$ cat src/rtl/if_fetch_unit_if.sv
// Fetch-stage bus bundle: instruction-memory port, D-stage redirect/hazard
// controls, and the IF/ID pipeline register outputs.
interface if_fetch_unit_if;
  logic [31:0] imaddr;
  logic [31:0] instr_f;
  logic        stall;
  logic        flush;
  logic [1:0]  npc_sel;
  logic [31:0] br_target;
  logic [25:0] j_index;
  logic [31:0] jr_target;
  logic [31:0] instr_d;
  logic [31:0] pc_d;
  logic [31:0] pc8_d;
  logic        adel_d;
  logic [31:0] fetch_cnt;

  modport slave (
    input  instr_f, stall, flush, npc_sel, br_target, j_index, jr_target,
    output imaddr, instr_d, pc_d, pc8_d, adel_d, fetch_cnt
  );

  modport master (
    output instr_f, stall, flush, npc_sel, br_target, j_index, jr_target,
    input  imaddr, instr_d, pc_d, pc8_d, adel_d, fetch_cnt
  );
endinterface

$ cat src/rtl/if_fetch_unit.sv
// MIPS instruction-fetch stage: PC register, next-PC select, fetch address
// check and the IF/ID pipeline register.
module if_fetch_unit #(
  parameter logic [31:0] PC_RESET = 32'h0000_3000,
  parameter int          IM_WORDS = 1024
) (
  input  logic           clk,
  input  logic           rst_n,
  if_fetch_unit_if.slave bus
);

  localparam logic [31:0] PC_LIMIT = PC_RESET + 32'(4 * IM_WORDS);

  logic [31:0] pc;
  logic [31:0] pc_next;
  logic [31:0] pc4_d;
  logic        illegal;

  logic [31:0] instr_q;
  logic [31:0] pc_q;
  logic [31:0] pc8_q;
  logic        adel_q;
  logic [31:0] cnt_q;

  assign pc4_d   = pc_q + 32'd4;
  assign illegal = (pc[1:0] != 2'b00) || (pc < PC_RESET) || (pc >= PC_LIMIT);

  // Jump targets take their upper nibble from the delay-slot PC held in D.
  always_comb begin
    pc_next = pc + 32'd4;
    case (bus.npc_sel)
      2'b01:   pc_next = bus.br_target;
      2'b10:   pc_next = {pc4_d[31:28], bus.j_index, 2'b00};
      2'b11:   pc_next = bus.jr_target;
      default: pc_next = pc + 32'd4;
    endcase
  end

  // Stall alone governs the PC, so a flush during a stall still holds it.
  always_ff @(posedge clk or negedge rst_n) begin
    if (!rst_n) begin
      pc <= PC_RESET;
    end else if (!bus.stall) begin
      pc <= pc_next;
    end
  end

  always_ff @(posedge clk or negedge rst_n) begin
    if (!rst_n) begin
      instr_q <= '0;
      pc_q    <= '0;
      pc8_q   <= '0;
      adel_q  <= 1'b0;
      cnt_q   <= '0;
    end else if (bus.flush) begin
      instr_q <= '0;
      pc_q    <= '0;
      pc8_q   <= '0;
      adel_q  <= 1'b0;
    end else if (!bus.stall) begin
      instr_q <= illegal ? 32'd0 : bus.instr_f;
      pc_q    <= pc;
      pc8_q   <= pc + 32'd8;
      adel_q  <= illegal;
      cnt_q   <= cnt_q + 32'd1;
    end
  end

  assign bus.imaddr    = pc;
  assign bus.instr_d   = instr_q;
  assign bus.pc_d      = pc_q;
  assign bus.pc8_d     = pc8_q;
  assign bus.adel_d    = adel_q;
  assign bus.fetch_cnt = cnt_q;

endmodule

$ cat src/flat_wrapper.sv
// flat-port wrapper written by rule: the top's interface ports become plain ports
module if_fetch_unit_flat 
#(
  parameter logic [31:0] PC_RESET = 32'h0000_3000,
  parameter int          IM_WORDS = 1024
)
  (clk, rst_n, bus_instr_f, bus_stall, bus_flush, bus_npc_sel, bus_br_target, bus_j_index, bus_jr_target, bus_imaddr, bus_instr_d, bus_pc_d, bus_pc8_d, bus_adel_d, bus_fetch_cnt);
  if_fetch_unit_if bus_i ();
  input  logic clk;
  input  logic rst_n;
  input wire logic [$bits(bus_i.instr_f)-1:0] bus_instr_f;
  input wire logic [$bits(bus_i.stall)-1:0] bus_stall;
  input wire logic [$bits(bus_i.flush)-1:0] bus_flush;
  input wire logic [$bits(bus_i.npc_sel)-1:0] bus_npc_sel;
  input wire logic [$bits(bus_i.br_target)-1:0] bus_br_target;
  input wire logic [$bits(bus_i.j_index)-1:0] bus_j_index;
  input wire logic [$bits(bus_i.jr_target)-1:0] bus_jr_target;
  output wire logic [$bits(bus_i.imaddr)-1:0] bus_imaddr;
  output wire logic [$bits(bus_i.instr_d)-1:0] bus_instr_d;
  output wire logic [$bits(bus_i.pc_d)-1:0] bus_pc_d;
  output wire logic [$bits(bus_i.pc8_d)-1:0] bus_pc8_d;
  output wire logic [$bits(bus_i.adel_d)-1:0] bus_adel_d;
  output wire logic [$bits(bus_i.fetch_cnt)-1:0] bus_fetch_cnt;
  assign bus_i.instr_f = bus_instr_f;
  assign bus_i.stall = bus_stall;
  assign bus_i.flush = bus_flush;
  assign bus_i.npc_sel = bus_npc_sel;
  assign bus_i.br_target = bus_br_target;
  assign bus_i.j_index = bus_j_index;
  assign bus_i.jr_target = bus_jr_target;
  assign bus_imaddr = bus_i.imaddr;
  assign bus_instr_d = bus_i.instr_d;
  assign bus_pc_d = bus_i.pc_d;
  assign bus_pc8_d = bus_i.pc8_d;
  assign bus_adel_d = bus_i.adel_d;
  assign bus_fetch_cnt = bus_i.fetch_cnt;
  if_fetch_unit #(.PC_RESET(PC_RESET), .IM_WORDS(IM_WORDS)) u_core (.clk(clk), .rst_n(rst_n), .bus(bus_i));
endmodule
$ cat config.mk
export PLATFORM = sky130hd
export DESIGN_NAME = if_fetch_unit_flat
export DESIGN_NICKNAME = d
export VERILOG_FILES = /design/src/rtl/if_fetch_unit_if.sv /design/src/rtl/if_fetch_unit.sv /design/src/flat_wrapper.sv
export SDC_FILE = /design/constraint.sdc
export NUM_CORES = 1
export LEC_CHECK = 0
export BUFFER_PORTS_ARGS = -buffer_cell sky130_fd_sc_hd__buf_4
export CORE_UTILIZATION = 46
export DETAILED_ROUTE_END_ITERATION = 7
export PLACE_DENSITY = 0.88
export SYNTH_ARGS = -nofsm -noshare
export SYNTH_HDL_FRONTEND = slang
export SYNTH_SLANG_ARGS = --single-unit
$ cat constraint.sdc
create_clock -name clk -period 2.12 [get_ports clk]
set_clock_uncertainty 0.05 [all_clocks]
set_input_delay 0.212 -clock clk [delete_from_list [all_inputs] [get_ports clk]]
set_output_delay 0.212 -clock clk [all_outputs]
set_load 0.005 [all_outputs]
==> results.md, run 1 <==
- Initial antenna violation count: 0
- Top cell types by occurrence after synthesis: sky130_fd_sc_hd__dfrtp_1, sky130_fd_sc_hd__nor2_1, sky130_fd_sc_hd__nand2_1
- Number of levels in the clock H-tree: 4
- Crit-path cells: buf_4 -> nand4_1 -> nor4_1 -> nand2_1 -> xor2_1 -> a211oi_1
- Area fraction in compound gates after synthesis: 0.145
- Share of flip-flops with an asynchronous set or reset after synthesis: 1.00
- Fin. max-slew vios: 0
- Overflow after GRT: 0
- Failing checks: design-rule violations
- Top cell type's share of synthesized area: 0.464
- Synthesis-stage register bit count: 158
- Final cell count without fillers: 1420
- Die height: 137 um
- Endpoint required time on the critical path: 2390 ps
- Unique cell type count in the Yosys netlist: 62
- Top Metal Used: met4
- Worst slew margin relative to its limit: 0.153
- Standard cell area after detailed placement: 11100 um2
- Capture point of the worst reg-to-reg path: u_core.bus.pc8_d[26]
- Source-to-sink clock delay at the later pin of the worst-skew pair: 420 ps
- Detailed-routed wire length on met2: 14000 um
- Number of buffers and inverters on the critical path: 1
- Tmin final: 2060 ps
- Max cap viols: 0
- Synth top area cells: sky130_fd_sc_hd__dfrtp_1, sky130_fd_sc_hd__mux2i_1, sky130_fd_sc_hd__nor2_1
- Global placer's final weighted congestion: 0.978
- Maximum number of buffers from clock root to sink: 2
- Leak Pwr: 5.86 nW
- Initial DRC count: 829
- Synthesized Nets: 972
- Register-to-Register Path Depth: 6
- TritonCTS clock tree: built
- Count of endpoints failing hold in the final timing report: 0
- Power per cell area: 721 nW/um2
- Final cell area excluding filler cells: 12100 um2
- Mux contribution to synthesized area: 0.0898
- Number of antenna repair diodes: 0
- Fraction of the yosys area taken by sequential cells: 0.470
- Crit path max-delay family: simple AND/OR/NAND/NOR gates
- Max Clock Freq: 486 MHz
- Area share of fa/ha/maj cells after synthesis: 0.00595
- Metal1 wirelength: 11200 um
- Most used flip-flop cell after synthesis: sky130_fd_sc_hd__dfrtp_1
- Area overhead of the layout relative to synthesis: 43.4%
- CTS Buf Count: 17
- Layout Nets: 1310
- Cell chosen for the clock root: sky130_fd_sc_hd__clkbuf_16
- Power Total: 0.00870 W
- Number of cells produced by synthesis: 840
- Num rows: 49
- Launch instance of the worst min-delay path: bus_jr_target[0]
- Final number of setup-violating endpoints: 0
- Largest family of logic cells by synthesized area: simple AND/OR/NAND/NOR gates
- Pin slew with the least headroom to its limit: 1270 ps
- Cell depth of the worst hold path: 3
- Post-synthesis cell type with the largest combined area: sky130_fd_sc_hd__dfrtp_1
- WP data arrival: 2320 ps
- DIE AREA: 18800 um2
- Global-route wire length before repair: 43700 um
- Peak supply drop: 0.000607 V
- Die X: 137 um
- Startpoint of the lowest-slack register-to-register path: u_core.bus.imaddr[15]
- GRT Overall Usage: 0.309
- HPWL reported at the end of detailed placement: 20900 um
- RSZ-0062 raised after global routing: yes
- Most common cell in the netlist: sky130_fd_sc_hd__dfrtp_1
- Terminating pin of the worst hold path: u_core.bus.imaddr[0]
- Final ANT Viol Nets: 0
- Max Fanout on Critical Path: 15
- Wire length on met3: 3130 um
- Count of port buffers added during placement: 288
- Post-Synth Simple-Gate Area: 0.184
- Xor-xnor portion of the synthesized cell area: 0.0583
- Vias after detailed routing: 8361
- CTS clock-pin slew for the worst setup and hold paths: 60 ps
- Floorplan core area: 18000 um2
- DRC violations left: 10
- Largest stage delay on the critical path: 480 ps
- Routed wirelength normalized by instance count: 20.7 um
- Io pins: 289
- Number of global-route vias before repair: 7774
- Cell Area, Synth: 8410 um2
- Kind of end point of the critical path: register
- Worst min-delay path class: in2reg
- Mean instance size in the synthesized netlist: 10.0 um2
- Drt via density: 5.89
- Largest net degree at the start of global routing: 64
- Number of optimization iterations in the first detailed-route pass: 8
- Overall routed net length: 29300 um
- Final period util: 0.970
- Setup crit start kind: register
- Register-to-register setup slack: 60 ps
- Cell at the slowest stage of the critical path: sky130_fd_sc_hd__nor4_1
- Clock sinks: 158
- Synth warnings: 0
- Fraction of layout cells with a size suffix above 1: 0.380
- Initial core utilization: 0.468
- Result of the run: finished with violations
- Cells after DPL: 1352
- Number of synthesized flops with an enable pin: 0
- Category of the critical setup timing path: reg2reg
-- logic make-up after synthesis --
logic type,after synthesis
buffers and inverters,85
adders and majority gates,4
AOI/OAI and AO/OA,164
muxes,65
DFF,158
xor gates and xnor gates,56
and+or+nand+nor,308
-- metal layers --
metal  global-route usage  vias up
met5                    0        -
met4                0.116        0
met3               0.0901      106
met2                0.508      559
met1                0.383     3964
li1                     -     3732
-- worst max-delay path by stage --
| stage | slack (ps) | depth (start not counted) | endpoint | from |
|---|---|---|---|---|
| after CTS | 40 | 6 | u_core.bus.pc8_d[23] | u_core.bus.imaddr[12] |
| after floorplan | -9 | 7 | u_core.bus.imaddr[21] | u_core.bus.imaddr[12] |
| after global placement | 150 | 7 | u_core.bus.imaddr[30] | u_core.bus.imaddr[15] |
| final | 60 | 6 | u_core.bus.pc8_d[26] | u_core.bus.imaddr[15] |
| after detailed placement | 120 | 6 | u_core.bus.pc8_d[31] | u_core.bus.imaddr[12] |
| after global routing | -6 | 7 | u_core.bus.imaddr[24] | u_core.bus.imaddr[12] |
-- where the power goes --
| part | switching (W) | internal [W] | leakage, nW | total, W |
|---|---|---|---|---|
| combinational | 0.00105 | 0.00104 | 3.51 | 0.00210 |
| clock | 0.00124 | 0.00182 | 0.282 | 0.00306 |
| sequential | 0.000273 | 0.00327 | 2.06 | 0.00354 |
| total | 0.00256 | 0.00613 | 5.86 | 0.00870 |
-- worst reg2reg max path, stage by stage (launching register included) --
cell                       delay, ps
sky130_fd_sc_hd__dfrtp_1         370
sky130_fd_sc_hd__buf_4           260
sky130_fd_sc_hd__nand4_1         260
sky130_fd_sc_hd__nor4_1          480
sky130_fd_sc_hd__nand2_1         130
sky130_fd_sc_hd__xor2_1          170
sky130_fd_sc_hd__a211oi_1        260
-- repair_timing --
action	CTS	global route
setup endpoints to repair	0	14
gates resized for setup	0	6
setup buffers	0	2
hold buffers	34	0
hold endpoints to repair	189	0
-- placed cells by master (no fill, tap or decap), types with 3 or more instances in the layout --
master                          Yosys  final
sky130_fd_sc_hd__a211oi_1          17     17
sky130_fd_sc_hd__clkinv_2           0      4
sky130_fd_sc_hd__a31oi_1            9      9
sky130_fd_sc_hd__and2_1             5      5
sky130_fd_sc_hd__dlygate4sd3_1      0     34
sky130_fd_sc_hd__o21ai_0           20     20
sky130_fd_sc_hd__a22o_2            29     29
sky130_fd_sc_hd__clkbuf_16          0     17
sky130_fd_sc_hd__mux2i_1           53     53
sky130_fd_sc_hd__dfrtp_1          156    155
sky130_fd_sc_hd__inv_1             14     13
sky130_fd_sc_hd__a21oi_1           35     35
sky130_fd_sc_hd__nor3_1            12     12
sky130_fd_sc_hd__nor2_1           102    100
sky130_fd_sc_hd__nand2_1           66     66
sky130_fd_sc_hd__mux4_2             8      8
sky130_fd_sc_hd__clkinvlp_4         0      3
sky130_fd_sc_hd__clkbuf_8           0      3
sky130_fd_sc_hd__a22oi_1            4      4
sky130_fd_sc_hd__a2bb2oi_1          3      3
sky130_fd_sc_hd__or2_2              4      4
sky130_fd_sc_hd__xor2_1            29     29
sky130_fd_sc_hd__o21a_1             4      4
sky130_fd_sc_hd__a22o_1             3      3
sky130_fd_sc_hd__a221oi_1           4      4
sky130_fd_sc_hd__nand3_1           27     27
sky130_fd_sc_hd__mux2_2             4      4
sky130_fd_sc_hd__nand4_1           36     36
sky130_fd_sc_hd__nor4_4             1      3
sky130_fd_sc_hd__a41oi_1            4      4
sky130_fd_sc_hd__and3_1            20     20
sky130_fd_sc_hd__xnor2_1           27     27
sky130_fd_sc_hd__ha_1               4      4
sky130_fd_sc_hd__and4_1             4      4
sky130_fd_sc_hd__buf_4              5    348
sky130_fd_sc_hd__buf_12             0      6
sky130_fd_sc_hd__nor4_1            13     12
sky130_fd_sc_hd__o22a_1            16     16
-- final cells by class --
cell class	instances	area (um2)
Inverter	14	52.6
Tap cell	229	287
Timing Repair Buffer	390	3100
Clock buffer	22	474
Multi-Input combinational cell	597	4090
Fill cell	1360	5900
Sequential cell	158	3960
Clock inverter	10	111
-- through the flow --
stage	worst slack, ps	util	hold slack (ps)	setup TNS, ps
finish	63.7	0.672	14.9	0
global route	-5.57	0.672	7.24	-5.57
CTS	40.6	0.669	10.8	0
detailed placement	115	0.618	51.1	0
global placement	148	0.618	48.1	0
floorplan	-9.29	-	-134	-9.29
-- registers in the layout (all words and copies together) (netlist names) --
| register | flops |
|---|---|
| u_core.bus.pc_d | 29 |
| u_core.bus.imaddr | 32 |
| u_core.bus.adel_d | 1 |
| u_core.bus.pc8_d | 32 |
| u_core.bus.instr_d | 32 |
| u_core.bus.fetch_cnt | 32 |
Note: power is estimated with default switching activity, not from simulation.
==> run 2, diff against run 1 <==
--- a/config.mk
+++ b/config.mk
@@ -8,6 +8,7 @@
 export BUFFER_PORTS_ARGS = -buffer_cell sky130_fd_sc_hd__buf_4
 export CORE_UTILIZATION = 46
 export DETAILED_ROUTE_END_ITERATION = 7
+export HOLD_SLACK_MARGIN = 0.03
 export PLACE_DENSITY = 0.88
 export SYNTH_ARGS = -nofsm -noshare
 export SYNTH_HDL_FRONTEND = slang
==> results.md, run 2 (synthesized netlist as in run 1, its figures left out) <==
- Result of the run: finished clean
- Max Clock Freq: 490 MHz (+0.78%)
- Number of optimization iterations in the first detailed-route pass: 6 (-2)
- Fin. max-slew vios: 0 (unchanged)
- Drt via density: 5.87 (-0.32%)
- Worst Hold Margin: 96.3 ps (+81.3 ps)
- Die X: 137 um (unchanged)
- Global placer's final weighted congestion: 0.978 (unchanged)
- Floorplan core area: 18000 um2 (unchanged)
- Cell at the slowest stage of the critical path: sky130_fd_sc_hd__dfrtp_1
- DIE AREA: 18800 um2 (unchanged)
- Number of cells on the critical path: 7 (+1)
- Count of endpoints failing hold in the final timing report: 0 (unchanged)
- Peak supply drop: 0.000608 V (+0.19%)
- Worst slew margin relative to its limit: 0.146 (-0.00737)
- CTS clock-pin slew for the worst setup and hold paths: 60 ps (about the same)
- Crit path max-delay family: simple AND/OR/NAND/NOR gates
- Num rows: 49 (unchanged)
- Tmin final: 2040 ps (-15.9 ps)
- Leak Pwr: 5.86 nW (about the same)
- Number of filler cells placed in the layout: 1359 (-0.074%)
- Initial core utilization: 0.468 (unchanged)
- Die height: 137 um (unchanged)
- Cell repeated most along the worst path: sky130_fd_sc_hd__nand4_1
- Number of levels in the clock H-tree: 4 (unchanged)
- Area overhead of the layout relative to synthesis: 43.6% (about the same)
- Cell depth of the worst hold path: 3 (unchanged)
- Routed wirelength normalized by instance count: 20.7 um (about the same)
- Leading cell type in the layout, fill and taps excluded: sky130_fd_sc_hd__buf_4
- Final period util: 0.962 (-0.00752)
- Global-route wire length before repair: 43700 um (about the same)
- TritonCTS clock tree: built
- Initial DRC count: 828 (-0.12%)
- Setup crit start kind: register
- Register-to-Register Path Depth: 7 (+1)
- Category of the critical setup timing path: reg2reg
- DRC violations left: 0 (-10)
- Worst min-delay path class: in2reg
- Io pins: 289 (unchanged)
- Commonest cells after routing, fill and taps aside: sky130_fd_sc_hd__buf_4, sky130_fd_sc_hd__dfrtp_1, sky130_fd_sc_hd__nor2_1, sky130_fd_sc_hd__nand2_1, sky130_fd_sc_hd__mux2i_1
- GRT Overall Usage: 0.309 (about the same)
- Overall routed net length: 29400 um (+0.12%)
- Kind of end point of the critical path: register
- Pin slew with the least headroom to its limit: 1280 ps (+11.0 ps)
- Largest stage delay on the critical path: 380 ps (-100 ps)
- RSZ-0062 raised after global routing: yes
- Util after Layout: 0.672 (about the same)
- Number of buffers and inverters on the critical path: 2 (+1)
- WP data arrival: 2300 ps (-20 ps)
- HPWL reported at the end of detailed placement: 20900 um (unchanged)
- Source-to-sink clock delay at the later pin of the worst-skew pair: 430 ps (about the same)
- Maximum number of buffers from clock root to sink: 2 (unchanged)
- Endpoint required time on the critical path: 2380 ps (about the same)
- Final ANT Viol Nets: 0 (unchanged)
- Max cap viols: 0 (unchanged)
- Vias after detailed routing: 8340 (-0.25%)
- Layout Nets: 1311 (+0.076%)
- Number of antenna repair diodes: 0 (unchanged)
- Cell chosen for the clock root: sky130_fd_sc_hd__clkbuf_16
- Initial antenna violation count: 0 (unchanged)
- Max Fanout on Critical Path: 9 (-6)
- Fraction of layout cells with a size suffix above 1: 0.379 (about the same)
- Largest net degree at the start of global routing: 64 (unchanged)
- Count of port buffers added during placement: 288 (unchanged)
- Final number of setup-violating endpoints: 0 (unchanged)
- Crit-path cells: buf_4 -> nand4_1 -> nor4_4 -> buf_6 -> nand4_1 -> xor2_1 -> a211oi_1
- Overflow after GRT: 0 (unchanged)
- Number of global-route vias before repair: 7786 (+0.15%)
- Power per cell area: 720 nW/um2 (about the same)
- Clock sinks: 158 (unchanged)
- CTS Buf Count: 17 (unchanged)
-- run 2: cell count changes in the layout (fill, tap and decap cells not counted), sizes merged --
cell / before / now
dlygate4sd3: 34 / 35
-- run 2: tightest hold or removal path, stage by stage --
cell and delay, ps:
sky130_fd_sc_hd__buf_4 150, sky130_fd_sc_hd__mux2i_1 80, sky130_fd_sc_hd__nor2_1 80
-- run 2: final timing paths --
kind / startpoint / to / slack [ps]
setup / recovery: u_core.bus.imaddr[17] / u_core.bus.pc8_d[23] / 80
hold / removal: bus_stall / u_core.bus.pc8_d[0] / 100
setup reg to reg: u_core.bus.imaddr[17] / u_core.bus.pc8_d[23] / 80
hold reg to reg: u_core.bus.fetch_cnt[31] / u_core.bus.fetch_cnt[31] / 430
max in group asynchronous: rst_n / u_core.bus.imaddr[12] / 1160
min in group asynchronous: rst_n / u_core.bus.instr_d[20] / 190
-- run 2: area by class of cell --
cell class	count	area, um2	share of cell area
Multi-Input combinational cell	597	4090	0.339
Sequential cell	158	3960	0.328
Timing Repair Buffer	391	3110	0.257
Clock buffer	22	474	0.0393
Tap cell	229	287	0.0237
Clock inverter	10	111	0.00922
Inverter	14	52.6	0.00435
-- run 2: repair_timing --
action | 4_1_cts | 5_1_grt
setup endpoints to repair | 0 | 14
setup buffers | 0 | 2
hold buffers | 35 | 0
hold endpoints to repair | 190 | 0
gates resized for setup | 0 | 6
-- run 2: routing by layer --
metal / vias to the layer above / global-route usage / part of all wire
li1: 3731 / - / -
met1: 3951 / 0.382 / 0.38
met2: 563 / 0.508 / 0.48
met3: 95 / 0.0901 / 0.11
met4: 0 / 0.116 / 0.034
met5: - / 0 / 0
-- run 2: report_power, final --
group / switching [W] / total [W] / internal, W
registers: 0.000271 / 0.00354 / 0.00327
clock network: 0.00123 / 0.00306 / 0.00182
logic: 0.00106 / 0.00210 / 0.00104
total: 0.00256 / 0.00870 / 0.00613
-- run 2: metrics by stage --
stage,cell area [um2],total power [W],setup slack (ps),cells,TNS (ps)
after floorplan,8410,0.00444,-9.29,840,-9.29
after global placement,11100,0.00552,148,1352,0
after detailed placement,11100,0.00557,115,1352,0
after CTS,12000,0.00867,40.6,1419,0
after global routing,12100,0.00904,-5.57,1421,-5.57
final,12100,0.00870,79.7,1421,0
==> run 3, diff against run 2 <==
--- a/config.mk
+++ b/config.mk
@@ -10,6 +10,7 @@
 export DETAILED_ROUTE_END_ITERATION = 7
 export HOLD_SLACK_MARGIN = 0.03
 export PLACE_DENSITY = 0.88
+export REMOVE_ABC_BUFFERS = 1
 export SYNTH_ARGS = -nofsm -noshare
 export SYNTH_HDL_FRONTEND = slang
 export SYNTH_SLANG_ARGS = --single-unit
==> results.md, run 3 (synthesized netlist as in run 1, its figures left out) <==
- Initial antenna violation count: 1 (+1)
- Fraction of layout cells with a size suffix above 1: 0.384 (+0.00523)
- CTS clock-pin slew for the worst setup and hold paths: 70 ps (about the same)
- Leading cell type in the layout, fill and taps excluded: sky130_fd_sc_hd__buf_4
- Routed wirelength normalized by instance count: 20.8 um (+0.48%)
- Largest net degree at the start of global routing: 78 (+22%)
- Initial core utilization: 0.468 (unchanged)
- Final period util: 0.997 (+0.0347)
- Max Clock Freq: 473 MHz (-3.5%)
- WP data arrival: 2430 ps (+130 ps)
- Worst min-delay path class: in2reg
- Setup TNS: 0 ps (unchanged)
- Worst Hold Margin: 146 ps (+50.2 ps)
- Tmin final: 2110 ps (+73.6 ps)
- DRC violations left: 0 (unchanged)
- Switching Power: 0.00266 W (+3.7%)
- DIE AREA: 18800 um2 (unchanged)
- Fin. max-slew vios: 0 (unchanged)
- Final number of setup-violating endpoints: 0 (unchanged)
- Cell chosen for the clock root: sky130_fd_sc_hd__clkbuf_16
- Endpoint required time on the critical path: 2430 ps (+50 ps)
- Overall routed net length: 29600 um (+0.69%)
- Layout Nets: 1313 (+0.15%)
- TritonCTS clock tree: built
- Result of the run: finished clean
- Floorplan core area: 18000 um2 (unchanged)
- Leak Pwr: 5.84 nW (-0.31%)
- Standard cell area after detailed placement: 11100 um2 (about the same)
- Die X: 137 um (unchanged)
- Combinational cell fraction of total power: 0.236 (-0.005)
- Pin slew with the least headroom to its limit: 603 ps (-676 ps)
- Die height: 137 um (unchanged)
- Global placer's final weighted congestion: 0.891 (-8.9%)
- Number of levels in the clock H-tree: 4 (unchanged)
- Number of global-route vias before repair: 8009 (+2.9%)
- Clock sinks: 158 (unchanged)
- Category of the critical setup timing path: reg2reg
- GRT Overall Usage: 0.313 (+0.00424)
- CTS Buf Count: 17 (unchanged)
- Global-route wire length before repair: 44300 um (+1.3%)
- Sw frac: 0.305 (+0.0101)
- Number of optimization iterations in the first detailed-route pass: 6 (unchanged)
- Internal power: 0.00606 W (-1.2%)
- Setup crit start kind: register
- Vias after detailed routing: 8375 (+0.42%)
- Final cell area excluding filler cells: 12100 um2 (+0.11%)
- Final ANT Viol Nets: 0 (unchanged)
- Area overhead of the layout relative to synthesis: 43.7%
- Maximum number of buffers from clock root to sink: 2 (unchanged)
- Proportion of power drawn by flip-flops and latches: 0.405 (-0.002)
- Commonest cells after routing, fill and taps aside: sky130_fd_sc_hd__buf_4, sky130_fd_sc_hd__dfrtp_1, sky130_fd_sc_hd__nor2_1, sky130_fd_sc_hd__nand2_1, sky130_fd_sc_hd__mux2i_1
- Max cap viols: 0 (unchanged)
- Worst slew margin relative to its limit: 0.597 (+0.451)
- RSZ-0062 raised after global routing: yes
- Drt via density: 5.88 (+0.21%)
- Count of port buffers added during placement: 288 (unchanged)
- Peak supply drop: 0.000622 V (+2.2%)
- Count of endpoints failing hold in the final timing report: 0 (unchanged)
- Num rows: 49 (unchanged)
- Clock network fraction of total power: 0.359 (+0.007)
- Io pins: 289 (unchanged)
- Initial DRC count: 789 (-4.7%)
- Buffers inserted by post-CTS timing repair: 0 (unchanged)
- Kind of end point of the critical path: register
- Overflow after GRT: 0 (unchanged)
- Max Fanout on Critical Path: 5 (-4)
- Source-to-sink clock delay at the later pin of the worst-skew pair: 430 ps (about the same)
- Power per cell area: 721 nW/um2 (+0.14%)
- HPWL reported at the end of detailed placement: 20400 um (-2.4%)
-- run 3: cell count changes in the layout (fill, tap and decap cells not counted), sizes merged --
cell         before  now
dlygate4sd3      35   36
inv              15   20
clkbuf           22   18
clkinv            4    2
buf             356  357
clkinvlp          3    4
diode             0    1
-- run 3: final timing paths --
check | to | slack (ps) | start | depth (start not counted)
max in group asynchronous | u_core.bus.instr_d[3] | 1070 | rst_n | 3
setup reg to reg | u_core.bus.imaddr[20] | 6 | u_core.bus.imaddr[3] | 6
hold reg to reg | u_core.bus.fetch_cnt[31] | 440 | u_core.bus.fetch_cnt[31] | 1
min in group asynchronous | u_core.bus.pc_d[31] | 260 | rst_n | 2
setup / recovery | u_core.bus.imaddr[20] | 6 | u_core.bus.imaddr[3] | 6
hold / removal | u_core.bus.imaddr[1] | 150 | bus_br_target[1] | 4
-- run 3: layer usage --
metal  up-vias  routed length (um)  track usage
met5         -                   0            0
met4         0                 999        0.142
met3        74                2980       0.0828
met2       536               14300        0.514
met1      4036               11300        0.385
li1       3729                   -            -
-- run 3: per-stage QoR --
step                      worst slack [ps]   util  std cells  power, W
after detailed placement             -12.0  0.617       1354   0.00554
after CTS                             14.7  0.670       1422   0.00873
after floorplan                       -249      -        769   0.00431
final                                 6.09  0.673       1424   0.00872
after global routing                 -76.0  0.673       1424   0.00905
after global placement                76.0  0.617       1354   0.00549
-- run 3: layout make-up --
class                   instances  area, um2
flip-flops and latches        158       3960
multi-input cells             597       4100
clock buffers                  18        429
clock inverters                14        159
fillers                      1340       5870
repair buffers                393       3100
inverters                      14       52.6
well taps                     229        287
diodes                          1       2.50
-- run 3: critical path, stage by stage (launching register included) --
cell and delay (ps):
sky130_fd_sc_hd__dfrtp_1 420, sky130_fd_sc_hd__ha_2 250, sky130_fd_sc_hd__nand3_1 180, sky130_fd_sc_hd__or4_4 470, sky130_fd_sc_hd__o21ai_0 310, sky130_fd_sc_hd__nand2_1 110, sky130_fd_sc_hd__o2bb2a_1 260
-- run 3: repair_timing --
item,in CTS,in global routing
resized for setup,1,8
hold buffers,36,0
hold endpoints to repair,80,0
pin swaps,0,1
endpoints found under the setup margin,25,13
-- run 3: power groups by stage --
stage | Combinational [W] | Sequential (W) | Clock (W)
5_1_grt | 0.00221 | 0.00357 | 0.00328
3_3_place_gp | 0.00192 | 0.00356 | 0
6_report | 0.00205 | 0.00353 | 0.00313
2_1_floorplan | 0.000668 | 0.00364 | 0
4_1_cts | 0.00203 | 0.00353 | 0.00317
3_5_place_dp | 0.00196 | 0.00358 | 0
